==> src/rtl/adder_share_arbiter.sv <==
// adder_share_arbiter: round-robin sharing of one 8-bit ripple-carry adder between two requesters.
// Define STATS_EN to add the per-requester completed-transaction counters cnt0/cnt1.

module adder_share_rca #(
   parameter int WIDTH = 8
) (
   input  logic [WIDTH-1:0] a,
   input  logic [WIDTH-1:0] b,
   input  logic             cin,
   output logic [WIDTH-1:0] sum,
   output logic             cout
);

   logic [WIDTH:0] c;

   assign c[0] = cin;

   for (genvar i = 0; i < WIDTH; i++) begin : g_fa
      assign sum[i]   = a[i] ^ b[i] ^ c[i];
      assign c[i+1]   = (a[i] & b[i]) | (c[i] & (a[i] ^ b[i]));
   end

   assign cout = c[WIDTH];

endmodule

module adder_share_arbiter #(
   parameter int WIDTH = 8,
   parameter int CNT_W = 16
) (
   input  logic             clk,
   input  logic             rst_n,
   input  logic             req0,
   input  logic [WIDTH-1:0] a0,
   input  logic [WIDTH-1:0] b0,
   input  logic             req1,
   input  logic [WIDTH-1:0] a1,
   input  logic [WIDTH-1:0] b1,
   output logic             ack0,
   output logic             ack1,
   output logic [WIDTH-1:0] sum,
   output logic             cout,
   output logic             busy
`ifdef STATS_EN
   ,
   output logic [CNT_W-1:0] cnt0,
   output logic [CNT_W-1:0] cnt1
`endif
);

   if (WIDTH != 8) begin : g_width_check
      $error("adder_share_arbiter: WIDTH must be 8 to match the shared adder");
   end

   if (CNT_W < 1) begin : g_cnt_check
      $error("adder_share_arbiter: CNT_W must be at least 1");
   end

   typedef enum logic [1:0] {
      IDLE,
      CALC,
      RESP
   } state_t;

   state_t           state;
   state_t           state_nxt;
   logic             ptr;
   logic             gnt;
   logic             gnt_nxt;
   logic             do_grant;
   logic [WIDTH-1:0] opa;
   logic [WIDTH-1:0] opb;
   logic [WIDTH-1:0] add_sum;
   logic             add_cout;

   adder_share_rca #(
      .WIDTH (WIDTH)
   ) u_adder (
      .a    (opa),
      .b    (opb),
      .cin  (1'b0),
      .sum  (add_sum),
      .cout (add_cout)
   );

   always_ff @(posedge clk or negedge rst_n) begin
      if (!rst_n) begin
         state <= IDLE;
      end else begin
         state <= state_nxt;
      end
   end

   // ptr selects the winner only on contention; a lone request always wins
   always_comb begin
      state_nxt = state;
      do_grant  = 1'b0;
      gnt_nxt   = gnt;
      unique case (state)
         IDLE: begin
            if (req0 || req1) begin
               do_grant  = 1'b1;
               gnt_nxt   = (req0 && req1) ? ptr : req1;
               state_nxt = CALC;
            end
         end
         CALC:    state_nxt = RESP;
         RESP:    state_nxt = IDLE;
         default: state_nxt = IDLE;
      endcase
   end

   always_ff @(posedge clk or negedge rst_n) begin
      if (!rst_n) begin
         opa  <= '0;
         opb  <= '0;
         gnt  <= 1'b0;
         ptr  <= 1'b0;
         sum  <= '0;
         cout <= 1'b0;
         ack0 <= 1'b0;
         ack1 <= 1'b0;
      end else begin
         ack0 <= 1'b0;
         ack1 <= 1'b0;
         if (do_grant) begin
            opa <= gnt_nxt ? a1 : a0;
            opb <= gnt_nxt ? b1 : b0;
            gnt <= gnt_nxt;
         end
         if (state == CALC) begin
            sum  <= add_sum;
            cout <= add_cout;
         end
         if (state == RESP) begin
            ack0 <= ~gnt;
            ack1 <= gnt;
            ptr  <= ~gnt;
         end
      end
   end

   assign busy = (state == CALC) || (state == RESP);

`ifdef STATS_EN
   always_ff @(posedge clk or negedge rst_n) begin
      if (!rst_n) begin
         cnt0 <= '0;
         cnt1 <= '0;
      end else begin
         if (ack0) cnt0 <= cnt0 + 1'b1;
         if (ack1) cnt1 <= cnt1 + 1'b1;
      end
   end
`endif

endmodule
==> config.mk <==
export PLATFORM = sky130hd
export DESIGN_NAME = adder_share_arbiter
export DESIGN_NICKNAME = d
export VERILOG_FILES = /design/src/rtl/adder_share_arbiter.sv
export SDC_FILE = /design/constraint.sdc
export NUM_CORES = 1
export LEC_CHECK = 0
export ABC_AREA = 1
export CORE_MARGIN = 2
export CORE_UTILIZATION = 45
export DETAILED_ROUTE_END_ITERATION = 12
export PLACE_DENSITY = 0.83
export SLEW_MARGIN = 20
export SYNTH_ARGS = -nofsm -noshare
export SYNTH_HDL_FRONTEND = slang
export SYNTH_HIERARCHICAL = 1
export SYNTH_SLANG_ARGS = --single-unit
==> constraint.sdc <==
create_clock -name clk -period 4.3 [get_ports clk]
set_input_delay 0.86 -clock clk [delete_from_list [all_inputs] [get_ports clk]]
set_output_delay 0.86 -clock clk [all_outputs]
set_load 0.01 [all_outputs]
; Yosys cells after proc, flatten, opt, wreduce, memory -nomap -nowiden
; Cells that the tools add are included.
[totals]
regBits = 31
inputBits = 36
output_inout_bits = 12
wordCells = 65
[op_classes]
n_eq_ne = 3
n_mux = 11
bitwise = 38
reduce_logical = 4
[op_table]
columns = operator, n
row1 = 8-bit 2-to-1 mux, 2
row2 = 1-bit AND, 15
row3 = 1-bit bitwise XOR, 15
row4 = 1-bit 2-to-1 mux, 7
row5 = 1-bit bitwise OR, 7
row6 = 2-bit case mux with 2 select lines, 1
row7 = 2-bit by 1-bit == test with 1-bit output (second input constant), 1
row8 = 2-bit == test (second input constant), 1
row9 = 2-bit zero test, 1
row10 = 1-bit logical OR, 2
row11 = 2-bit 2-to-1 mux, 1
row12 = 2-bit inequality test (second input constant), 1
row13 = 1-bit logical AND, 1
row14 = 1-bit inverter, 1

; Longest topological paths before layout
; Gate-level depths: netlist of run 1.
[depth]
ltp_word = 15
depth_mapped = 13
mapped_depth_nobuf = 13

; Modules after synthesis
; The synthesis of run 1 kept the hierarchy.
[modules_own_cells]
columns = mod, n_inst, cells_each, area_per_inst_um2, seq_area_each_um2
row1 = adder_share_arbiter, 1, 204, 1625.3, 775.7
row2 = adder_share_rca, 1, 18, 197.7, 0.0

; Least setup slack after synthesis of run 1
; Ideal clock, no wire load.
[synth_timing]
path_kind = register to register
start = register opa[0]
end = register sum[7]
setup_time_ns = 0.064
t_arrival_ns = 3.532
required_ns = 4.236
slack_ns = 0.704
stages_incl_launch_ff = 14
n_path_buf = 0
synth_period_minus_slack_ns = 3.596
cell_sequence = dfrtp_1 fa_1 inv_1 fa_1 inv_1 fa_1 fa_1 fa_1 fa_1 fa_1 inv_1 fa_1 inv_1 mux2_2
[synth_via]
elab_chain_len = 14
[synth_lines]
columns = element, line_no
row1 = from (decl), 71  ; logic [WIDTH-1:0] opa;
row2 = from (signal assigned), 127  ; opa <= gnt_nxt ? a1 : a0;
row3 = 1-bit AND (2 in a row), 20  ; assign c[i+1] = (a[i] & b[i]) | (c[i] & (a[i] ^ b[i]));
row4 = 1-bit bitwise OR, 20
row5 = 1-bit AND, 20
row6 = 1-bit bitwise OR, 20
row7 = 1-bit AND, 20
row8 = 1-bit bitwise OR, 20
row9 = 1-bit AND, 20
row10 = 1-bit bitwise OR, 20
row11 = 1-bit AND, 20
row12 = 1-bit bitwise OR, 20
row13 = 1-bit AND, 20
row14 = 1-bit bitwise OR, 20
row15 = 1-bit bitwise XOR, 19  ; assign sum[i] = a[i] ^ b[i] ^ c[i];
row16 = net add_sum[7], 73  ; logic [WIDTH-1:0] add_sum;
row17 = to (signal assigned), 132  ; sum <= add_sum;
row18 = to (decl), 41  ; output logic [WIDTH-1:0] sum,
; The timed path passes the listed nets, and every way through them passes these cells.
; A chain may end at the register's enable or synchronous reset.

; Worst setup path after layout of run 1
; Ends and elaborated chain as after synthesis.

==> results of run 1 <==
final timing paths:
kind	slack, ps	to	cells after the start
max in group asynchronous	3060	opa[5]	2
hold reg to reg	480	opb[7]	2
setup / recovery	510	sum[7]	13
hold / removal	480	opb[7]	2
min in group asynchronous	960	sum[2]	2
setup reg to reg	510	sum[7]	13
worst max-delay path, delay by kind of cell (launching register included):
family / cells / cell delay, ps
mux: 1 / 130
buf+inv: 4 / 280
fa+ha+maj: 8 / 2920
flops: 1 / 400
synthesized netlist by cell type:
master and count:
nand3b_1 11, nand3_1 17, buf_2 5, a21oi_1 7, a31oi_1 1, nor2_2 1, mux2_2 9, inv_1 46
buf_4 2, o21ai_2 1, nor2_1 3, dfrtp_1 31, conb_1 1, nand2_1 69, clkinv_1 4, ha_1 4
clkbuf_1 1, fa_1 8, nand2_2 1
final cells by class:
type / instances / area, sq um / area share
Inverter: 50 / 188 / 0.0773
Sequential cell: 31 / 776 / 0.320
Timing Repair Buffer: 49 / 485 / 0.200
Tap cell: 50 / 62.6 / 0.0258
Multi-Input combinational cell: 133 / 816 / 0.336
Clock buffer: 8 / 100 / 0.0412
through the flow:
stage | worst slack [ps] | std cells
after global routing | 353 | 321
after CTS | 505 | 321
after detailed placement | 524 | 313
final | 508 | 321
after global placement | 630 | 313
after floorplan | 704 | 222
layer usage:
metal / GRT usage / vias to the layer above
met4: 0.0791 / 0
met5: 0 / -
met2: 0.308 / 47
li1: - / 754
met1: 0.245 / 656
met3: 0.0450 / 4
logic make-up after synthesis:
family / after synthesis
simple gates: 102
buf+inv: 58
flops: 31
fa+ha+maj: 12
compound gates: 9
mux: 9
other cells: 1
sequential cells by signal, indices dropped and copies added (netlist names), named ones only:
name   flops
opa        8
cout       1
state      2
sum        8
opb        8
ptr        1
ack1       1
ack0       1
power groups by stage:
stage / Sequential, uW / Clock [uW] / Combinational [uW]
2_1_floorplan: 546 / 0 / 557
3_3_place_gp: 533 / 0 / 808
3_5_place_dp: 544 / 0 / 851
4_1_cts: 540 / 258 / 853
5_1_grt: 559 / 270 / 982
6_report: 538 / 251 / 841
==> results by group, run 1 <==
Outcome
  – Status: completed

Route
  – Met3 WL: 198 microns
  – Final ANT Viol Nets: 0
  – Initial DRC count: 51
  – Post-route met1 wirelength: 1600 microns
  – Top Metal Used: met4
  – Met2 routed WL: 1820 microns
  – DR vias: 1461
  – Drt wl/cell: 11.4 microns
  – Via-to-Cell Ratio: 4.55
  – Total routed wirelength: 3660 microns
  – DR pass1 iterations: 4
  – DRC errors left: 0

Floorplan
  – Floorplan core area: 0.00394 sq mm
  – Die extent in x: 67.7 microns
  – Die height: 67.7 microns
  – Num rows: 23
  – Initial Util: 0.462
  – # IOs: 48
  – Die ar.: 0.00458 sq mm

Critical path
  – CP startpoint: opa[0]
  – Critical-path cell list: fa_1 -> inv_1 -> fa_1 -> inv_1 -> fa_1 -> fa_1 -> fa_1 -> fa_1 -> fa_1 -> inv_1 -> fa_1 -> inv_1 -> mux2_2
  – Most used cell, CP: fa_1
  – CP Max Fanout: 2
  – Worst Setup Start Kind: flop
  – Slowest-stage cell, CP: fa_1
  – Critical path class: reg2reg
  – Worst R2R Start: opa[0]
  – Crit. End Element: flop
  – Worst Path Arrival: 4020 ps
  – Worst endpoint required time: 4530 ps
  – Largest stage delay on the critical path: 430 ps

Timing
  – Crit share post-route: 0.882
  – Final Hold Viols: 0
  – Max Freq: 264 MHz
  – Final Max Slew Viols: 0
  – Post-layout minimum cycle time: 3790 ps
  – Unrepaired setup endpoints after global routing: no
  – Setup TNS: 0 ps
  – Finish-stage setup viols: 0
  – Max Clock Skew: 5.52 ps
  – Worst hold slack: 480 ps

Synthesis
  – Mapped Nets: 270
  – Synth top area share: 0.426
  – Mux contribution to synthesized area: 0.0556
  – Synth Area in Simple Gates: 0.247
  – Cell taking the most area after synthesis: dfrtp_1
  – Adder-Cell Fraction of Synth Area: 0.115
  – Post-Syn Area: 0.00182 sq mm
  – Synth warn: 6
  – Cell count after synthesis: 222
  – Xor and xnor area share after synthesis: 0
  – Sequential area share after synthesis: 0.426
  – Synth area leaders: dfrtp_1 43%, nand2_1 14%, inv_1 9.5%
  – Yosys reg bits: 31
  – Largest family of logic cells by synthesized area: simple AND/OR/NAND/NOR gates
  – Syn Area/Cell: 8.21 sq um
  – Synth Area in Compound Gates: 0.0275
  – Yosys cell types: 19

Pwr
  – P_sw: 640 uW
  – Tot Pwr: 1630 uW
  – P_int: 990 uW
  – Sequential share of power: 0.330
  – Logic gate share of total power: 0.516
  – Clock Power Share: 0.154
  – Power Density: 672 mW/mm^2
  – Worst VDD drop: 0.256 mV
  – Switching share of power: 0.393
  – Leak: 0.00128 uW

Final layout
  – Final Core Density: 0.616
  – FILL cells: 366
  – Layout Nets: 318
  – Most frequent cells in the layout: 69 x nand2_1, 47 x clkdlybuf4s50_1, 46 x inv_1
  – Final instance area: 0.00243 sq mm
  – Most common cell after layout, fill and taps aside: nand2_1
  – Layout Area Growth over Synthesis: 33.2%
  – Layout cells sized above 1: 0.0775
  – Number of antenna cells inserted: 0

Clock tree
  – Root buf cell: clkbuf_8
  – Clk sinks: 31
  – Worst-skew pair later-pin latency: 290 ps
  – Max Buffers Root-to-Sink: 2
  – CTS tree: built
  – Postcts setup bufs: 0
  – CTS-repair resized insts: 0
  – Post-cts hold buffer count: 0
  – CTS Buf Count: 5
  – CTS clk-pin slew, worst paths: 60 ps
  – CTS H-tree lvls: 2

Placed design
  – Placed Area: 0.00233 sq mm
  – Hpwl dp: 2800 microns
  – Routability cong.: 0.770
  – Number of I/O port buffers: 47

Global route
  – Total GRT Usage: 0.191
  – Overflow after GRT: 0
  – Initial antenna violation count: 0
  – Largest net degree at the start of global routing: 32
  – Global-route wire length before repair: 6440 microns
  – Vias in the first global route: 1489

Min path
  – HP Class: reg2reg
  – Hold_sp: opb[7]

Run
  – Max cap viols: 0
No activity file was read; power rests on OpenSTA's default activity.
==> inputs of run 2 (changes only) <==
CELL_PAD_IN_SITES_DETAIL_PLACEMENT = 1   (was unset)
CELL_PAD_IN_SITES_GLOBAL_PLACEMENT = 1   (was unset)
CORE_UTILIZATION = 35   (was 45)
PLACE_DENSITY = 0.87   (was 0.83)
REMOVE_ABC_BUFFERS = 1   (was unset)
SKIP_CTS_REPAIR_TIMING = 1   (was unset)
==> run 2 against run 1 <==
Combinational power is 4.8% higher. Die area is 27% higher. Sequential cell count stayed put. First-iteration DRC count is 120% higher. Fmax is 0.35% lower. Clock skew is 0.97 ps lower.
==> results by group, run 2 (synthesized netlist as in run 1, its figures left out) <==
Final layout
  – Most frequent cells in the layout: 69 x nand2_1, 47 x clkdlybuf4s50_1, 46 x inv_1
  – Final Core Density: 0.487
  – Layout cells sized above 1: 0.0812
  – Cell Count, Final, Fillers Out: 341
  – Regs by FF count: opa: 8 flops, opb: 8 flops, sum: 8 flops
  – Layout Nets: 318
  – Most common cell after layout, fill and taps aside: nand2_1
  – Layout Area Growth over Synthesis: 35.5%
  – Number of antenna cells inserted: 0

Timing
  – Max Clock Skew: 4.55 ps
  – Final Max Slew Viols: 0
  – Final Hold Viols: 0
  – Relative slew slack: 0.620
  – Slew of the pin with the lowest slew margin: 569 ps
  – Worst hold slack: 502 ps
  – Max Freq: 263 MHz
  – Setup TNS: 0 ps
  – Unrepaired setup endpoints after global routing: no
  – Crit share post-route: 0.885
  – Post-layout minimum cycle time: 3810 ps
  – Finish-stage setup viols: 0

Route
  – Via-to-Cell Ratio: 4.64
  – Initial DRC count: 110
  – DR pass1 iterations: 6
  – Final ANT Viol Nets: 0
  – DRC errors left: 0
  – DR vias: 1583
  – Drt wl/cell: 14.1 microns
  – Total routed wirelength: 4810 microns

Critical path
  – Reg2reg setup slack: 490 ps
  – Slowest-stage cell, CP: fa_1
  – Worst Setup Start Kind: flop
  – Worst Path Arrival: 4030 ps
  – Worst endpoint required time: 4520 ps
  – Worst R2R Start: opa[0]
  – Most used cell, CP: fa_1
  – Largest stage delay on the critical path: 420 ps
  – Critical path class: reg2reg
  – Critical Path Stages: 13
  – Reg2Reg Depth: 13
  – CP Max Fanout: 2
  – CP bufs+invs: 4
  – Critical-path cell list: fa_1 -> inv_1 -> fa_1 -> inv_1 -> fa_1 -> fa_1 -> fa_1 -> fa_1 -> fa_1 -> inv_1 -> fa_1 -> inv_1 -> mux2_2
  – CP startpoint: opa[0]
  – Top delay family on crit path: adder cells
  – Crit. End Element: flop

Floorplan
  – Num rows: 26
  – Die ar.: 0.00580 sq mm
  – Die extent in x: 76.2 microns
  – # IOs: 48
  – Floorplan core area: 0.00507 sq mm
  – Die height: 76.2 microns
  – Initial Util: 0.359

Global route
  – Initial antenna violation count: 0
  – Global-route wire length before repair: 8460 microns
  – Total GRT Usage: 0.184
  – Vias in the first global route: 1799
  – Largest net degree at the start of global routing: 32
  – Overflow after GRT: 0

Clock tree
  – Max Buffers Root-to-Sink: 2
  – CTS clk-pin slew, worst paths: 70 ps
  – Clk sinks: 31
  – CTS tree: built
  – CTS H-tree lvls: 2
  – Root buf cell: clkbuf_8
  – CTS Buf Count: 5
  – Worst-skew pair later-pin latency: 280 ps

Run
  – Max cap viols: 0

Placed design
  – Hpwl dp: 3500 microns
  – Routability cong.: 0.801
  – Number of I/O port buffers: 47
  – Placed insts: 333

Outcome
  – Status: completed

Pwr
  – Leak: 0.00129 uW
  – Power Density: 697 mW/mm^2
  – Worst VDD drop: 0.333 mV

Min path
  – HP Class: reg2reg
  – Hold_sp: opa[1]
  – Hold depth: 2
[run 2: cell type report]
class                   instances  area, sq um
fillers                       643         2610
multi-input cells             133          816
flip-flops and latches         31          776
repair buffers                 49          485
inverters                      50          188
well taps                      70         87.6
clock buffers                   6         82.6
clock inverters                 2         35.0
[run 2: power breakdown]
part | internal, uW | switching (uW)
combinational | 406 | 475
sequential | 440 | 103
clock | 187 | 111
[run 2: through the flow]
stage	setup WS (ps)	power, uW	cell area, sq um
floorplan	704	1080	1780
global placement	595	1380	2350
detailed placement	476	1440	2350
CTS	484	1750	2470
global route	328	1900	2470
finish	495	1720	2470
[run 2: worst paths after layout]
| path | to |
|---|---|
| worst max-delay path | sum[7] |
| worst min-delay path | opa[1] |
| worst max register to register | sum[7] |
| worst min register to register | opa[1] |
| max in group asynchronous | opb[2] |
| min in group asynchronous | opb[6] |
[run 2: routing by layer]
layer,share of wire,GRT usage
met5,0,0
met2,0.49,0.305
met3,0.045,0.0403
met1,0.44,0.234
met4,0.021,0.0727
[run 2: worst min-delay path, stage by stage (launching register included)]
cell	delay, ps
dfrtp_1	350
nand2_1	60
nand2_1	60
